==> src/rtl/voltage_monitor.sv <==
// Windowed voltage statistics (mean/min/max over 2**WINDOW_LOG2 samples)
// plus a debounced over/under-voltage alarm FSM.
module voltage_monitor #(
    parameter int unsigned WINDOW_LOG2 = 3,
    parameter int unsigned ALARM_COUNT = 4
) (
    input  logic       clk,
    input  logic       rst_n,
    input  logic       sample_en,
    input  logic [7:0] data_in,
    input  logic [7:0] thr_hi,
    input  logic [7:0] thr_lo,
    input  logic       clear,
    output logic [7:0] avg_out,
    output logic [7:0] min_out,
    output logic [7:0] max_out,
    output logic       stats_valid,
    output logic       alarm_hi,
    output logic       alarm_lo
);

    localparam int unsigned AW = 8 + WINDOW_LOG2;
    localparam logic [3:0]  AC = 4'(ALARM_COUNT);

    typedef enum logic [2:0] {
        NORMAL,
        PEND_HI,
        ALARM_HI,
        PEND_LO,
        ALARM_LO
    } state_e;

    logic [AW-1:0]          acc_q, acc_d;
    logic [WINDOW_LOG2-1:0] cnt_q, cnt_d;
    logic [7:0]             wmin_q, wmin_d, wmax_q, wmax_d;
    logic [7:0]             avg_q, avg_d, min_q, min_d, max_q, max_d;
    logic                   sv_q, sv_d;
    state_e                 state_q, state_d;
    logic [3:0]             run_q, run_d;

    logic [AW-1:0] sum;
    logic [AW-1:0] sum_shr;
    logic [7:0]    smin, smax;
    logic          hi, lo;
    logic [3:0]    run_inc;
    state_e        nrm_state;
    logic [3:0]    nrm_run;

    always_comb begin
        sum     = acc_q + AW'(data_in);
        sum_shr = sum >> WINDOW_LOG2;
        smin    = (data_in < wmin_q) ? data_in : wmin_q;
        smax    = (data_in > wmax_q) ? data_in : wmax_q;
    end

    always_comb begin
        acc_d  = acc_q;
        cnt_d  = cnt_q;
        wmin_d = wmin_q;
        wmax_d = wmax_q;
        avg_d  = avg_q;
        min_d  = min_q;
        max_d  = max_q;
        sv_d   = 1'b0;
        if (clear) begin
            acc_d  = '0;
            cnt_d  = '0;
            wmin_d = '1;
            wmax_d = '0;
        end else if (sample_en) begin
            if (cnt_q == '1) begin
                // Final sample of the window: publish and restart in one step
                avg_d  = sum_shr[7:0];
                min_d  = smin;
                max_d  = smax;
                sv_d   = 1'b1;
                acc_d  = '0;
                cnt_d  = '0;
                wmin_d = '1;
                wmax_d = '0;
            end else begin
                acc_d  = sum;
                cnt_d  = cnt_q + WINDOW_LOG2'(1);
                wmin_d = smin;
                wmax_d = smax;
            end
        end
    end

    always_comb begin
        hi      = data_in > thr_hi;
        lo      = data_in < thr_lo;
        run_inc = run_q + 4'd1;

        // Entry decision from NORMAL; high wins when both thresholds trip
        nrm_state = NORMAL;
        nrm_run   = '0;
        if (hi) begin
            nrm_state = (AC == 4'd1) ? ALARM_HI : PEND_HI;
            nrm_run   = (AC == 4'd1) ? 4'd0 : 4'd1;
        end else if (lo) begin
            nrm_state = (AC == 4'd1) ? ALARM_LO : PEND_LO;
            nrm_run   = (AC == 4'd1) ? 4'd0 : 4'd1;
        end

        state_d = state_q;
        run_d   = run_q;
        if (clear) begin
            state_d = NORMAL;
            run_d   = '0;
        end else if (sample_en) begin
            case (state_q)
                NORMAL: begin
                    state_d = nrm_state;
                    run_d   = nrm_run;
                end
                PEND_HI: begin
                    if (hi) begin
                        if (run_inc == AC) begin
                            state_d = ALARM_HI;
                            run_d   = '0;
                        end else begin
                            run_d = run_inc;
                        end
                    end else begin
                        state_d = nrm_state;
                        run_d   = nrm_run;
                    end
                end
                PEND_LO: begin
                    if (lo && !hi) begin
                        if (run_inc == AC) begin
                            state_d = ALARM_LO;
                            run_d   = '0;
                        end else begin
                            run_d = run_inc;
                        end
                    end else begin
                        state_d = nrm_state;
                        run_d   = nrm_run;
                    end
                end
                ALARM_HI: begin
                    if (!hi) begin
                        if (run_inc == AC) begin
                            state_d = NORMAL;
                            run_d   = '0;
                        end else begin
                            run_d = run_inc;
                        end
                    end else begin
                        run_d = '0;
                    end
                end
                ALARM_LO: begin
                    if (!lo) begin
                        if (run_inc == AC) begin
                            state_d = NORMAL;
                            run_d   = '0;
                        end else begin
                            run_d = run_inc;
                        end
                    end else begin
                        run_d = '0;
                    end
                end
                default: begin
                    state_d = NORMAL;
                    run_d   = '0;
                end
            endcase
        end
    end

    always_ff @(posedge clk or negedge rst_n) begin
        if (!rst_n) begin
            acc_q   <= '0;
            cnt_q   <= '0;
            wmin_q  <= '1;
            wmax_q  <= '0;
            avg_q   <= '0;
            min_q   <= '0;
            max_q   <= '0;
            sv_q    <= 1'b0;
            state_q <= NORMAL;
            run_q   <= '0;
        end else begin
            acc_q   <= acc_d;
            cnt_q   <= cnt_d;
            wmin_q  <= wmin_d;
            wmax_q  <= wmax_d;
            avg_q   <= avg_d;
            min_q   <= min_d;
            max_q   <= max_d;
            sv_q    <= sv_d;
            state_q <= state_d;
            run_q   <= run_d;
        end
    end

    assign avg_out     = avg_q;
    assign min_out     = min_q;
    assign max_out     = max_q;
    assign stats_valid = sv_q;
    assign alarm_hi    = (state_q == ALARM_HI);
    assign alarm_lo    = (state_q == ALARM_LO);

endmodule

==> config.mk <==
export PLATFORM = sky130hd
export DESIGN_NAME = voltage_monitor
export DESIGN_NICKNAME = d
export VERILOG_FILES = /design/src/rtl/voltage_monitor.sv
export SDC_FILE = /design/constraint.sdc
export NUM_CORES = 1
export LEC_CHECK = 0
export ABC_AREA = 1
export CAP_MARGIN = 20
export CORE_MARGIN = 5
export CORE_UTILIZATION = 50
export DETAILED_ROUTE_END_ITERATION = 10
export PLACE_DENSITY_LB_ADDON = 0.2
export SLEW_MARGIN = 20
export SYNTH_ARGS = -nofsm -noshare
export SYNTH_HDL_FRONTEND = slang
export SYNTH_SLANG_ARGS = --single-unit
==> constraint.sdc <==
create_clock -name clk -period 3.5 [get_ports clk]
set_input_delay 0.7 -clock clk [delete_from_list [all_inputs] [get_ports clk]]
set_output_delay 0.7 -clock clk [all_outputs]
set_load 0.03 [all_outputs]
==> impl_results.md <==
* Pre-CTS WS at approximately 0.54 ns
* Fill cell count at 681
* Setup ws final at 0.848 ns
* Leakage power at about 2.5 nW
* Post-DP HPWL at 6660 um
* Worst clock skew at 0.00565 ns
* Routability Congestion at approximately 0.86
* HP Class: register to register
* CTS buffer count at 9
* Maximum fanout along the worst path at 9
* Sequential area share after synthesis at between 30% and 40%
* Clock Path Buffers at 2
* Adder-cell share of the synthesized area at a little over an eighth
* Final min period at about 2.7 ns
* Share of cells above drive strength 1 at 9.36%
* Post-synthesis async set-or-reset flop share at 100%
* Synth Instances at 499
* Worst-path clk slew at 0.07 ns
* Nets@finish at ~630
* Origin of the worst setup path: data_in[1]
* Outcome: complete, no violations
* TritonRoute pass-1 iters at 4
* Total Routing Usage GR at between 20% and 30%
* FF/Latch Area at 1560 sq um
* Sink Count at between 60 and 70
* Antenna Nets Post-Route at 0
* Die H at approximately 99 um
* Post-CTS sizing at 0
* DR vias/cell at between 5 and 6
* RR Endpoint: wmin_q[4]
* RR Startpoint: wmin_q[5]
* Worst slew pin tran at between 0.7 and 0.8 ns
* Clock latency on the worst-skew pair at ~0.35 ns
* Total congestion overflow at 0
* CP Capture Type: register
* Multi-input logic area at about 2100 sq um
* Syn avg cell area at approximately 8.0 sq um
* Port-buffer cells at 54
* WP data arrival at about 2.9 ns
* Commonest non-fill, non-tap cells in the layout: nand2_1 (126), inv_1 (69), dfrtp_1 (54)
* Drt wl/cell at 14.1 um
* Synth Area in XOR/XNOR at about 1.8%
* Hold Vio Cnt, Final at 0
* I/O pin total at between 50 and 60
* Critical path startpoint category: input port
* Ys Warns at 0
* Hold bufs inserted after CTS at 0
* # DRC at 0
* First-pass GRT wire length at 16400 um
* Largest family of logic cells by synthesized area: simple AND/OR/NAND/NOR gates
* Antenna violations before repair at 0
* Core area at ~7800 sq um
* Crit path to: wmax_q[3]
* Total power at 2.02 mW
* Routed wire length at 9430 um
* H-tree depth at 3
* Compound-Gate Fraction of Synth Area at around 11%
* Max-slew violation count at 0
* DR vias at ~3500
* Violation count after the first detailed-route iteration at around 130
* Setup TNS at 0 ns
* N_diodes at 0
* Final period util at 75.8%
* Rows at 32
* Die extent in x at approximately 99 um
* Critical path type: input port to register
* CTS tree: yes
* Slew headroom at between 40% and 50%
* Final setup fails at 0
* Max Cap Viol at 0
* Fmax at ~380 MHz
* Post-CTS Setup Bufs at 0
* Reg-to-reg slack, setup at 1.47 ns
* Post-synthesis net count at 570
* Layout area overhead at 20.8%
* Initial Util at between 50% and 60%
* Cell Area, Synth at between 3000 and 4000 sq um
* CP required at between 3 and 4 ns
* Most common flop cell mapped by yosys: dfrtp_1
* Pwr dens at roughly 420 nW/um^2
* Number of synthesized flops with an enable pin at 0
* Vias in the first global route at approximately 3500
* Peak supply drop at roughly 0.21 mV
* Worst R2R Path Depth at 10
* Mux share of post-synthesis cell area at 0%
* Largest net degree at the start of global routing at 63
* Die area at just under 10000 sq um
* Synth cell types at 34
* Commonest non-fill, non-tap cell in the layout: nand2_1
* Unrepaired setup endpoints after global routing: no
* Post-synthesis simple-gate area fraction at a little over a quarter
* Clock root buffer: clkbuf_8
* Yosys reg bits at 62
critical path: stages:
cell             delay (ns)
clkdlybuf4s50_1        0.73
ha_1                   0.34
a21oi_1                0.16
o21ai_0                0.10
nand2_1                0.09
o211ai_2               0.18
nand2_1                0.29
nand2_1                0.11
nand3_1                0.07
o21ai_0                0.09
cell families after synthesis:
kind of cell,count (synthesis)
simple gates,230
xor+xnor,8
flops,62
compound gates,75
buf+inv,81
fa+ha+maj,43
power by group:
part | switching (mW) | internal [mW] | leakage, nW
sequential | 0.0473 | 0.786 | 0.803
clock | 0.302 | 0.257 | 0.0755
combinational | 0.391 | 0.240 | 1.59
total | 0.740 | 1.28 | 2.46
cells in the mapped netlist, drive strengths merged, types with 2 or more instances:
cell	number	share of area (%)
nand2	131	13
inv	73	6.9
dfrtp	54	34
nand3	53	6.8
ha	42	13
o21ai	38	5.0
nor2	28	3.0
a21oi	19	2.4
a31oi	9	1.4
dfstp	8	5.3
nand3b	8	1.5
nand4	8	1.9
buf	5	0.63
xor2	5	1.1
a22o	4	0.88
clkbuf	3	0.28
xnor2	3	0.66
a21o	2	0.38
nor3	2	0.66
through the flow:
step | hold slack, ns | cells | util [%] | cell area, sq um
4_1_cts | 0.489 | 668 | 62.2 | 4830
5_1_grt | 0.501 | 668 | 62.2 | 4830
6_report | 0.487 | 668 | 62.2 | 4830
2_1_floorplan | 0.404 | 499 | - | 4000
3_5_place_dp | 0.468 | 652 | 60.0 | 4660
3_3_place_gp | 0.463 | 652 | 60.0 | 4660
how the worst min path moves through the flow:
stage	from	slack, ns	depth (start not counted)	end
after global placement	max_out[5]	0.46	2	max_out[5]
after floorplan	rst_n	0.40	0	acc_q[0]
final	max_out[2]	0.49	2	max_out[2]
after detailed placement	max_out[5]	0.47	2	max_out[5]
after global routing	avg_out[6]	0.50	2	avg_out[6]
after CTS	max_out[5]	0.49	2	max_out[5]
cell type report:
type,count,area share [%]
clock buffer,11,2.72
timing repair buffer,59,11.9
clock inverter,5,0.751
sequential,62,32.3
multi-input combinational,356,44.0
inverter,73,5.67
tap,102,2.64
state kept, by name, indices dropped and copies added (netlist names):
register,count
acc_q,11
avg_out,8
max_out,8
min_out,8
wmax_q,8
wmin_q,8
run_q,4
cnt_q,3
state_q,3
stats_valid,1
metal layers:
layer  track usage [%]  share of wire, %
met2              33.8                46
met4              8.93               2.3
met1              27.1                47
met5                 0                 0
met3              3.16               4.3
No activity file was read; power rests on OpenSTA's default activity.
